`src/rtl/interrupt_controller_n.sv`:
```
// rtl/interrupt_controller_n.sv - N-channel prioritised, nesting interrupt controller
module interrupt_controller_n #(
    parameter int          NUM_INT       = 2,
    parameter logic [15:0] VECTOR_BASE   = 16'h0004,
    parameter int          VECTOR_STRIDE = 4,
    parameter logic [7:0]  NMI_MASK      = 8'b01,
    parameter logic [7:0]  EDGE_MASK     = 8'b11,
    parameter int          SYNC_STAGES   = 2,
    parameter int          NEST_DEPTH    = 2
) (
    input  logic               i_clk,
    input  logic               i_rst_n,
    input  logic [NUM_INT-1:0] i_int,
    input  logic               i_fetch,
    input  logic               i_int_ack,
    input  logic               i_reti,
    input  logic               i_ei,
    input  logic               i_di,
    input  logic               i_mask_we,
    input  logic [NUM_INT-1:0] i_mask_din,
    output logic               o_int_req,
    output logic [15:0]        o_int_vector,
    output logic [2:0]         o_int_id,
    output logic [NUM_INT-1:0] o_in_service,
    output logic               o_gie
);

    typedef enum logic {
        S_IDLE = 1'b0,
        S_REQ  = 1'b1
    } state_t;

    localparam logic [NUM_INT-1:0] L_NMI = NMI_MASK[NUM_INT-1:0];

    logic [SYNC_STAGES-1:0][NUM_INT-1:0] r_sync;
    logic [NUM_INT-1:0] r_sync_d;
    logic [NUM_INT-1:0] r_pending;
    logic [NUM_INT-1:0] r_in_service;
    logic [NUM_INT-1:0] r_ie_mask;
    logic               r_gie;
    state_t             r_state;
    logic [2:0]         r_id;
    logic [15:0]        r_vec;

    logic [NUM_INT-1:0] w_sync;
    logic [NUM_INT-1:0] w_edge;
    logic [NUM_INT-1:0] w_below;
    logic [NUM_INT-1:0] w_eligible;
    logic [NUM_INT-1:0] w_ack_clr;
    logic [NUM_INT-1:0] w_pending_nxt;
    logic [NUM_INT-1:0] w_is_reti;
    logic [NUM_INT-1:0] w_is_nxt;
    logic [3:0]         w_active_cnt;
    logic               w_depth_ok;
    logic               w_any;
    logic [2:0]         w_win_id;
    logic [15:0]        w_win_vec;
    state_t             w_state_nxt;
    logic               w_load;
    logic               w_ack;

    // Input synchroniser chain plus one delayed copy for rising-edge detection
    always_ff @(posedge i_clk or negedge i_rst_n) begin
        if (!i_rst_n) begin
            r_sync   <= '0;
            r_sync_d <= '0;
        end else begin
            r_sync[0] <= i_int;
            for (int s = 1; s < SYNC_STAGES; s++) begin
                r_sync[s] <= r_sync[s-1];
            end
            r_sync_d <= w_sync;
        end
    end

    assign w_sync = r_sync[SYNC_STAGES-1];
    assign w_edge = w_sync & ~r_sync_d;

    // Priority window below the lowest in-service channel and nesting occupancy
    always_comb begin
        w_below      = '0;
        w_active_cnt = '0;
        for (int i = 0; i < NUM_INT; i++) begin
            w_below[i] = 1'b1;
            for (int j = 0; j <= i; j++) begin
                if (r_in_service[j]) begin
                    w_below[i] = 1'b0;
                end
            end
            w_active_cnt = w_active_cnt + 4'(r_in_service[i]);
        end
    end

    assign w_depth_ok = (w_active_cnt < 4'(NEST_DEPTH));
    assign w_eligible = r_pending
                      & (L_NMI | ({NUM_INT{r_gie}} & r_ie_mask))
                      & w_below
                      & {NUM_INT{w_depth_ok}};
    assign w_any      = |w_eligible;

    // Lowest eligible index wins; scan from the top so the lowest overwrites
    always_comb begin
        w_win_id = '0;
        for (int i = NUM_INT - 1; i >= 0; i--) begin
            if (w_eligible[i]) begin
                w_win_id = 3'(i);
            end
        end
    end

    assign w_win_vec = VECTOR_BASE + (16'(w_win_id) * 16'(VECTOR_STRIDE));

    // Request FSM state register
    always_ff @(posedge i_clk or negedge i_rst_n) begin
        if (!i_rst_n) begin
            r_state <= S_IDLE;
        end else begin
            r_state <= w_state_nxt;
        end
    end

    // Request FSM next state: sample at instruction boundary, hold until acknowledged
    always_comb begin
        w_state_nxt = r_state;
        w_load      = 1'b0;
        w_ack       = 1'b0;
        case (r_state)
            S_IDLE: begin
                if (i_fetch && w_any) begin
                    w_state_nxt = S_REQ;
                    w_load      = 1'b1;
                end
            end
            S_REQ: begin
                if (i_int_ack) begin
                    w_state_nxt = S_IDLE;
                    w_ack       = 1'b1;
                end
            end
            default: w_state_nxt = S_IDLE;
        endcase
    end

    // One-hot of the acknowledged channel and next pending / in-service values
    always_comb begin
        w_ack_clr     = '0;
        w_pending_nxt = '0;
        for (int i = 0; i < NUM_INT; i++) begin
            w_ack_clr[i] = w_ack && (r_id == 3'(i));
            if (EDGE_MASK[i]) begin
                w_pending_nxt[i] = (r_pending[i] & ~w_ack_clr[i]) | w_edge[i];
            end else begin
                w_pending_nxt[i] = w_sync[i];
            end
        end
    end

    // RETI retires the lowest set bit before any same-cycle ACK sets a new one
    assign w_is_reti = i_reti ? (r_in_service & (r_in_service - 1'b1)) : r_in_service;
    assign w_is_nxt  = w_is_reti | w_ack_clr;

    // Pending and in-service bookkeeping
    always_ff @(posedge i_clk or negedge i_rst_n) begin
        if (!i_rst_n) begin
            r_pending    <= '0;
            r_in_service <= '0;
        end else begin
            r_pending    <= w_pending_nxt;
            r_in_service <= w_is_nxt;
        end
    end

    // Global enable (DI dominates) and per-channel enable mask
    always_ff @(posedge i_clk or negedge i_rst_n) begin
        if (!i_rst_n) begin
            r_gie     <= 1'b0;
            r_ie_mask <= '1;
        end else begin
            if (i_di) begin
                r_gie <= 1'b0;
            end else if (i_ei) begin
                r_gie <= 1'b1;
            end
            if (i_mask_we) begin
                r_ie_mask <= i_mask_din;
            end
        end
    end

    // Winner id and vector frozen when the request is raised
    always_ff @(posedge i_clk or negedge i_rst_n) begin
        if (!i_rst_n) begin
            r_id  <= '0;
            r_vec <= '0;
        end else if (w_load) begin
            r_id  <= w_win_id;
            r_vec <= w_win_vec;
        end
    end

    assign o_int_req    = (r_state == S_REQ);
    assign o_int_vector = r_vec;
    assign o_int_id     = r_id;
    assign o_in_service = r_in_service;
    assign o_gie        = r_gie;

endmodule

```
`config.mk`:
```
export PLATFORM = sky130hd
export DESIGN_NAME = interrupt_controller_n
export DESIGN_NICKNAME = d
export VERILOG_FILES = /design/src/rtl/interrupt_controller_n.sv
export SDC_FILE = /design/constraint.sdc
export NUM_CORES = 1
export LEC_CHECK = 0
export CELL_PAD_IN_SITES_DETAIL_PLACEMENT = 1
export CELL_PAD_IN_SITES_GLOBAL_PLACEMENT = 1
export CORE_UTILIZATION = 25
export CTS_BUF_LIST = sky130_fd_sc_hd__clkbuf_8 sky130_fd_sc_hd__clkbuf_16
export DETAILED_ROUTE_END_ITERATION = 8
export GPL_TIMING_DRIVEN = 0
export HOLD_SLACK_MARGIN = 0.1
export PLACE_DENSITY_LB_ADDON = 0.1
export REMOVE_ABC_BUFFERS = 1
export SETUP_SLACK_MARGIN = 0.5
export SLEW_MARGIN = 10
export SYNTH_ARGS = -nofsm -noshare
export SYNTH_HDL_FRONTEND = slang
export SYNTH_SLANG_ARGS = --single-unit
```
`constraint.sdc`:
```
create_clock -name i_clk -period 1.3 [get_ports i_clk]
set_input_delay 0.26 -clock i_clk [delete_from_list [all_inputs] [get_ports i_clk]]
set_output_delay 0.26 -clock i_clk [all_outputs]
set_load 0.01 [all_outputs]
```
==> Word level (Yosys, flattened, before mapping) <==
Index checks and enable logic that the tools add are counted.
{ "totals": {"regBits": 33, "in_bits": 12, "out_inout_bits": 23, "elab_cells": 49} }
{ "op_classes": {"addsub": 3, "magnitude_cmp": 1, "eq_ne": 1, "muxes": 13, "bitwise": 15, "n_reduce_logical": 6} }
{ "op_table": {"columns": ["cell", "count"], "rows": [
  ["2-bit AND", 6],
  ["1-bit two-way mux", 11],
  ["3-bit by 5-bit adder with 6-bit output, first input constant", 1],
  ["3-bit by 1-bit == test with 1-bit output, second input constant", 1],
  ["1-bit logical AND", 3],
  ["3-bit logical NOT", 1],
  ["1-bit NOT", 3],
  ["1-bit by 1-bit adder with 2-bit output", 1],
  ["1-bit AND", 2],
  ["2-bit < comparator, second input constant", 1],
  ["2-bit two-way mux", 1],
  ["2-bit NOT", 1],
  ["1-bit bitwise OR", 2],
  ["2-bit bitwise OR", 1],
  ["1-bit case mux with 2 select lines", 1],
  ["2-bit nonzero test", 1],
  ["2-bit OR reduction", 1],
  ["2-bit by 1-bit subtractor with 2-bit output, second input constant", 1]
]} }

==> Longest topological paths before layout <==
Gate-level depths: netlist of run 1.
{ "depth": {"depth_word": 8, "mapped_depth": 3} }

==> Worst setup path after synthesis of run 1 <==
Ideal clock, no wire load.
{ "synth_timing": {"kind": "reg-to-reg", "startpoint": "register r_in_service[0], in the netlist o_in_service[0]", "endpoint": "register r_vec[2], in the netlist o_int_vector[2]", "setup_time_ps": 121, "t_arrival_ps": 974, "required_ps": 1179, "path_slack_ps": 205, "stages_incl_launch_ff": 4, "n_path_buf": 0, "synth_period_minus_slack_ps": 1095, "path_cell_list": "dfrtp_1 -> and4bb_1 -> nand3_1 -> a22o_1"} }
{ "synth_via": {"elab_chain_cells": 8, "elab_cells_between_ends": 13, "cone_classes": "2 x add/sub; 1 x order compare; 6 x mux; 2 x bitwise; 2 x reduce/logical"} }
{ "synth_rtl": {"columns": ["element", "line_no", "rtl"], "rows": [
  ["start, declared", "38", "logic [NUM_INT-1:0] r_in_service;"],
  ["start signal, assigned", "169", "r_in_service <= w_is_nxt;"],
  ["parallel branches: the longest is 3 deep, another holds 1-bit by 1-bit adder with 2-bit output", null, null],
  ["2-bit AND *", "98", "& {NUM_INT{w_depth_ok}};"],
  ["parallel branches: the longest is 4 deep, another holds 3-bit by 5-bit adder with 6-bit output", null, null],
  ["end signal, assigned", "197", "r_vec <= w_win_vec;"],
  ["end, declared", "43", "logic [15:0] r_vec;"]
]} }
Every way passes the cells marked *.
A chain may end at the register's enable or synchronous reset.

==> Worst setup path after layout of run 1 <==
{ "layout_timing": {"startpoint": "register r_ie_mask[1]", "endpoint": "register r_vec[2], in the netlist o_int_vector[2]"} }
{ "layout_via": {"elab_chain_cells": 8, "elab_cells_between_ends": 11, "cone_classes": "1 x add/sub; 4 x mux; 4 x bitwise; 2 x reduce/logical"} }
{ "layout_rtl": {"columns": ["element", "line_no", "rtl"], "rows": [
  ["start, declared", "39", "logic [NUM_INT-1:0] r_ie_mask;"],
  ["start signal, assigned", "185", "r_ie_mask <= i_mask_din;"],
  ["2-bit AND * (2 in a row)", "96", "& (L_NMI | ({NUM_INT{r_gie}} & r_ie_mask))"],
  ["2-bit AND *", "97", "& w_below"],
  ["2-bit AND *", "98", null],
  ["parallel branches: the longest is 4 deep, another holds 3-bit by 5-bit adder with 6-bit output", null, null]
]} }
Marks and branches as above.

==> results of run 1 <==
-- state kept, by name, summed over array words and instances, names as in the netlist --
name          flops
o_in_service      2
o_int_vector      2
r_pending         2
r_sync            2
r_sync_d          2
w_sync            2
o_gie             1
o_int_req         1
r_ie_mask         1
-- cells by family (layout without fill, tap and decap cells) --
| kind of cell | after synthesis | in the layout |
|---|---|---|
| other cells | 1 | 16 |
| simple gates | 11 | 11 |
| buf+inv | 20 | 30 |
| flops | 15 | 15 |
| mux | 1 | 1 |
| compound gates | 10 | 10 |
-- cells in the final DEF (no fill, tap or decap), drive strengths merged --
master	n
nor2b	1
buf	12
nor2	3
conb	16
dlymetal6s2s	1
mux2	1
dfrtp	14
o21ai	5
inv	3
a21oi	1
nand3	2
dlygate4sd2	2
dfstp	1
a211oi	1
and4bb	1
clkbuf	4
nand2	3
o2bb2ai	1
a31oi	1
clkdlybuf4s50	7
and2b	1
clkinvlp	1
a22o	1
-- repair_timing --
action                     CTS  global route
resized for setup           41             7
pin swaps                    6             1
setup endpoints to repair   29            16
setup buffers                5             1
-- layout make-up --
cell class | count | share of cell area
multi-input combinational | 38 | 0.254
clock buffer | 3 | 0.0458
tap | 30 | 0.0416
inverter | 3 | 0.0125
sequential | 15 | 0.417
timing repair buffer | 23 | 0.221
clock inverter | 1 | 0.00832
-- worst min path at each step --
stage / from / to / slack (ns) / cells past startpoint
6_report: i_rst_n / o_in_service[1] / 0.15 / 1
5_1_grt: i_rst_n / r_pending[0] / 0.20 / 1
4_1_cts: i_rst_n / o_in_service[1] / 0.18 / 1
3_5_place_dp: r_sync[0] / w_sync[0] / 0.34 / 0
3_3_place_gp: r_sync[1] / w_sync[1] / 0.33 / 0
2_1_floorplan: i_rst_n / o_gie / -0.04 / 0
-- power by group through the flow --
| stage | logic, mW | registers (mW) | clock network [mW] |
|---|---|---|---|
| 2_1_floorplan | 0.195 | 0.702 | 0 |
| 3_3_place_gp | 0.482 | 0.679 | 0 |
| 3_5_place_dp | 0.477 | 0.679 | 0 |
| 4_1_cts | 0.595 | 0.646 | 0.405 |
| 5_1_grt | 0.696 | 0.664 | 0.423 |
| 6_report | 0.628 | 0.649 | 0.389 |
-- layer usage --
metal	wire (um)	part of all wire
met1	457	0.42
met5	0	0
met2	558	0.51
met4	11	0.010
met3	68	0.062
-- metrics by stage --
stage / hold WS [ns] / setup WS [ns] / cells
3_3_place_gp: 0.333 / -0.111 / 103
3_5_place_dp: 0.340 / -0.0933 / 103
5_1_grt: 0.204 / 0.0703 / 113
2_1_floorplan: -0.0356 / 0.205 / 56
6_report: 0.147 / 0.119 / 113
4_1_cts: 0.179 / 0.109 / 112
-- critical path, cell delays in order, from the launching register on --
cell	delay, ns
dfstp_2	0.53
and4bb_2	0.28
nand3_2	0.08
a22o_1	0.18
==> flow_summary.yaml, run 1 <==
detailed_routing:
  num_vias: 444
  drt_iter0_markers: 1
  wl_per_cell_um: 9.69
  drc_errors: 0
  drt_first_pass_iters: 2
  routed_via_density: 3.93
  ant_nets: 0
  routed_wl_um: 1100
global_routing:
  met2_usage: 0.141
  grt_max_degree: 16
  gr-usage-met3: 0.0259
  grt_use_total: 0.0966
  grt_overflow: 0
  grt_pass1_vias: 414
  grt_use_met1: 0.117
  grt_pass1_wl_um: 1860
  top_usage_layer: "met2"
  antenna_found_initial: 0
synthesis:
  async_flop_share: 1.00
  synth-edff-count: 0
  synth_top_family_by_area: "buffers and inverters"
  synth-simple-area-share: 0.0939
  syn_area_per_cell_sq_um: 11.3
  yosys_most_used_dff: "dfrtp_1"
  synth_cell_types: 19
  synth-seq-cells: 15
  yosys-top-cells-count: "17 x buf_4, 14 x dfrtp_1, 4 x o21ai_0"
  synthCells: 58
  ys_warn_count: 0
  yosysMostFrequentCell: "buf_4"
  netlist_area_sq_um: 653
  synthMuxAreaShare: 0.0172
  yosys-top-cells-area: "dfrtp_1 54%, buf_4 20%, dfstp_2 4.0%"
  ys_seq_area_frac: 0.577
  synth.top_cell.area_share: 0.536
  yosysTopAreaCell: "dfrtp_1"
  synth_adder_area_share: 0
  synth_compound_area_frac: 0.0939
  synthXorXnorAreaFrac: 0
finish:
  design_area_sq_um: 902
  area_delta_synth_final_pct: 38.1
  multi_input_area_sq_um: 229
  layout-drive-gt1-share: 0.349
  fillers: 298
  utilization: 0.364
  seq_area_sq_um: 377
  num_antenna_cells: 0
  nNetsFinal: 96
timing:
  tightest_slew_ns: 0.658
  fin_crit_sh: 0.908
  finalMaxSlewViolations: 0
  maxSlewHeadroom: 0.562
  tns_ns: 0
  max_freq_mhz: 847
  hold_violations: 0
  min_period_ns: 1.18
  skew_ns: 0.00190
  setup_violations: 0
  rsz0062_at_grt: "yes"
power_and_ir_drop:
  p_clk_frac: 0.233
  power_mw: 1.67
  power.switching_mw: 0.538
  p_per_area_nw_per_um2: 1850
  pwr-share-comb: 0.377
  irDropWorstVdd_mv: 0.784
  p_int_mw: 1.13
  pwr-share-seq: 0.390
  power.leakage_nw: 0.440
  switching_share: 0.323
clock_tree:
  cts_hold_buffers: 0
  clock_latency_ns: 0.25
  numCtsBuffers: 3
  htreeDepth: 1
  cts_tree: "built"
  cts_sinks: 15
  clkTransAtPathRegs_ns: 0.07
  clockBufferDepth: 2
  root_buffer: "clkbuf_8"
worst_setup_path:
  start_kind: "flop"
  r2r_slack_ns: 0.12
  crit_required_ns: 1.43
  path_class: "reg2reg"
  cp.arrival_ns: 1.32
  endpoint: "o_int_vector[2]"
  r2r-end: "o_int_vector[2]"
  ff2ff_path_depth: 3
  end_kind: "flop"
  crit_start: "r_ie_mask[1]"
  reg2reg_from: "r_ie_mask[1]"
  critical_path.max_fanout: 3
die:
  die_w_um: 53.1
  core_sq_um: 2480
  initial_utilization: 0.264
  io_pins: 35
  num_rows: 18
  die-height_um: 53.1
  die_area_sq_um: 2820
run:
  drv_cap: 0
placed_design:
  dp.final_hpwl_um: 750
  io_buffers: 17
  routabilityCongestion: 0.679
  placed_cell_area_sq_um: 790
status:
  status: "finished, final reports clean"
worst_hold_path:
  holdCritPathClass: "in2async"
(Power assumes the default switching activity.)
==> run 2, diff against run 1 <==
--- a/config.mk
+++ b/config.mk
@@ -5,14 +5,11 @@
 export SDC_FILE = /design/constraint.sdc
 export NUM_CORES = 1
 export LEC_CHECK = 0
-export CELL_PAD_IN_SITES_DETAIL_PLACEMENT = 1
-export CELL_PAD_IN_SITES_GLOBAL_PLACEMENT = 1
 export CORE_UTILIZATION = 25
 export CTS_BUF_LIST = sky130_fd_sc_hd__clkbuf_8 sky130_fd_sc_hd__clkbuf_16
 export DETAILED_ROUTE_END_ITERATION = 8
 export GPL_TIMING_DRIVEN = 0
 export HOLD_SLACK_MARGIN = 0.1
-export PLACE_DENSITY_LB_ADDON = 0.1
 export REMOVE_ABC_BUFFERS = 1
 export SETUP_SLACK_MARGIN = 0.5
 export SLEW_MARGIN = 10
==> run 2 against run 1 <==
Highest routed layer unchanged. Clock-buffer cell count unchanged. Worst setup slack improved by 0.024 ns. Wire length increased by 5.0%. Critical endpoint is now o_int_req. Final cell count increased by 3.5%. Global-route usage decreased by 0.80 points. Power increased by 7.8%. Critical path depth increased by 1. Maximum frequency increased by 2.1%. Combinational power increased by 24%. Utilization increased by 1.3 points. Sequential power increased by 1%.
==> flow_summary.yaml, run 2 (synthesis gave the netlist of run 1 again) <==
placed_design:
  io_buffers: 17
  dp.final_hpwl_um: 738
  post-place-ws_ns: -0.106
  routabilityCongestion: 0.740
  dp_cells: 103
worst_setup_path:
  start_kind: "flop"
  end_kind: "flop"
  crit_required_ns: 1.43
  critical_path.max_fanout: 4
  ff2ff_path_depth: 4
  path_class: "reg2reg"
  cp.arrival_ns: 1.29
die:
  num_rows: 18
  die-height_um: 53.1
  io_pins: 35
  die_area_sq_um: 2820
  initial_utilization: 0.264
  core_sq_um: 2480
  die_w_um: 53.1
timing:
  fin_crit_sh: 0.890
  rsz0062_at_grt: "yes"
  min_period_ns: 1.16
  setup_violations: 0
  max_freq_mhz: 865
  hold_violations: 0
  tightest_slew_ns: 0.651
  finalMaxSlewViolations: 0
  maxSlewHeadroom: 0.566
  setup_slack_ns: 0.143
  skew_ns: 0.00409
detailed_routing:
  ant_nets: 0
  routed_via_density: 3.86
  drt_first_pass_iters: 3
  num_vias: 452
  routed_wl_um: 1150
  dr_wl_met3_um: 112
  m1WireLength_um: 416
  drt_iter0_markers: 1
  drc_errors: 0
  wl_per_cell_um: 9.83
  wl_met2_um: 607
  top_layer: "met4"
global_routing:
  grt_overflow: 0
  antenna_found_initial: 0
  grt_pass1_wl_um: 1700
  grt_max_degree: 16
  grt_use_total: 0.0886
  grt_pass1_vias: 383
worst_hold_path:
  holdCritPathClass: "in2async"
finish:
  nNetsFinal: 100
  area_delta_synth_final_pct: 42.9
  multi_input_area_sq_um: 223
  seq_area_sq_um: 378
  num_antenna_cells: 0
  fillers: 253
  layoutNonFillerInstCount: 117
  layout-drive-gt1-share: 0.368
  final_cell_mix: "16 x conb_1, 13 x dfrtp_1, 8 x clkdlybuf4s50_1, 7 x buf_6"
  final_common_cell: "conb_1"
power_and_ir_drop:
  pwr-share-comb: 0.432
  p_per_area_nw_per_um2: 1920
  pwr-share-seq: 0.366
  p_clk_frac: 0.201
  power_mw: 1.79
  p_int_mw: 1.23
  power.leakage_nw: 0.459
  irDropWorstVdd_mv: 0.920
  switching_share: 0.313
  power.switching_mw: 0.562
clock_tree:
  clockBufferDepth: 2
  numCtsBuffers: 3
  cts_hold_buffers: 0
  root_buffer: "clkbuf_8"
  htreeDepth: 1
  cts_sinks: 15
  cts_tree: "built"
  clkTransAtPathRegs_ns: 0.06
  clock_latency_ns: 0.25
status:
  status: "finished, final reports clean"
run:
  drv_cap: 0
run 2: stage by stage:
stage | area [sq um] | setup TNS (ns) | hold slack, ns | util
finish | 933 | 0 | 0.148 | 0.377
global route | 933 | 0 | 0.213 | 0.377
CTS | 848 | 0 | 0.167 | 0.342
detailed placement | 790 | -0.106 | 0.337 | 0.319
global placement | 790 | -0.0638 | 0.332 | 0.319
floorplan | 582 | 0 | -0.0356 | -
run 2: cell type report:
type	instances	share of cell area
repair buffers	27	0.256
inverters	3	0.0121
multi-input cells	38	0.239
well taps	30	0.0402
clock buffers	3	0.0442
flip-flops and latches	15	0.405
clock inverters	1	0.00402
run 2: critical path, stage by stage (launching register included):
cell      delay [ns]
dfrtp_1         0.39
and4bb_2        0.26
buf_4           0.14
a211oi_2        0.20
nor2_1          0.06
run 2: what timing repair did:
| item | CTS | global route |
|---|---|---|
| setup endpoints to repair | 30 | 15 |
| gates resized for setup | 35 | 13 |
| pin swaps | 6 | 5 |
| setup buffers | 4 | 6 |
run 2: routing by layer:
metal / vias up / global-route usage
li1: 218 / -
met3: 3 / 0.0632
met2: 23 / 0.141
met5: - / 0
met4: 0 / 0.0263
met1: 208 / 0.0917
run 2: path summary, 6_finish.rpt:
path,start,end,slack (ns)
worst max register to register,o_in_service[0],o_int_req,0.14
worst max-delay path,o_in_service[0],o_int_req,0.14
max in group asynchronous,i_rst_n,o_int_vector[3],0.70
worst min register to register,r_sync[0],w_sync[0],0.35
worst min-delay path,i_rst_n,o_int_vector[2],0.15
min in group i_clk,r_sync[0],w_sync[0],0.35
run 2: power by group through the flow:
stage          logic (mW)  registers (mW)  clock network [mW]
5_1_grt             0.839           0.670               0.400
3_5_place_dp        0.480           0.681                   0
6_report            0.776           0.657               0.361
3_3_place_gp        0.465           0.676                   0
2_1_floorplan       0.195           0.702                   0
4_1_cts             0.536           0.644               0.377
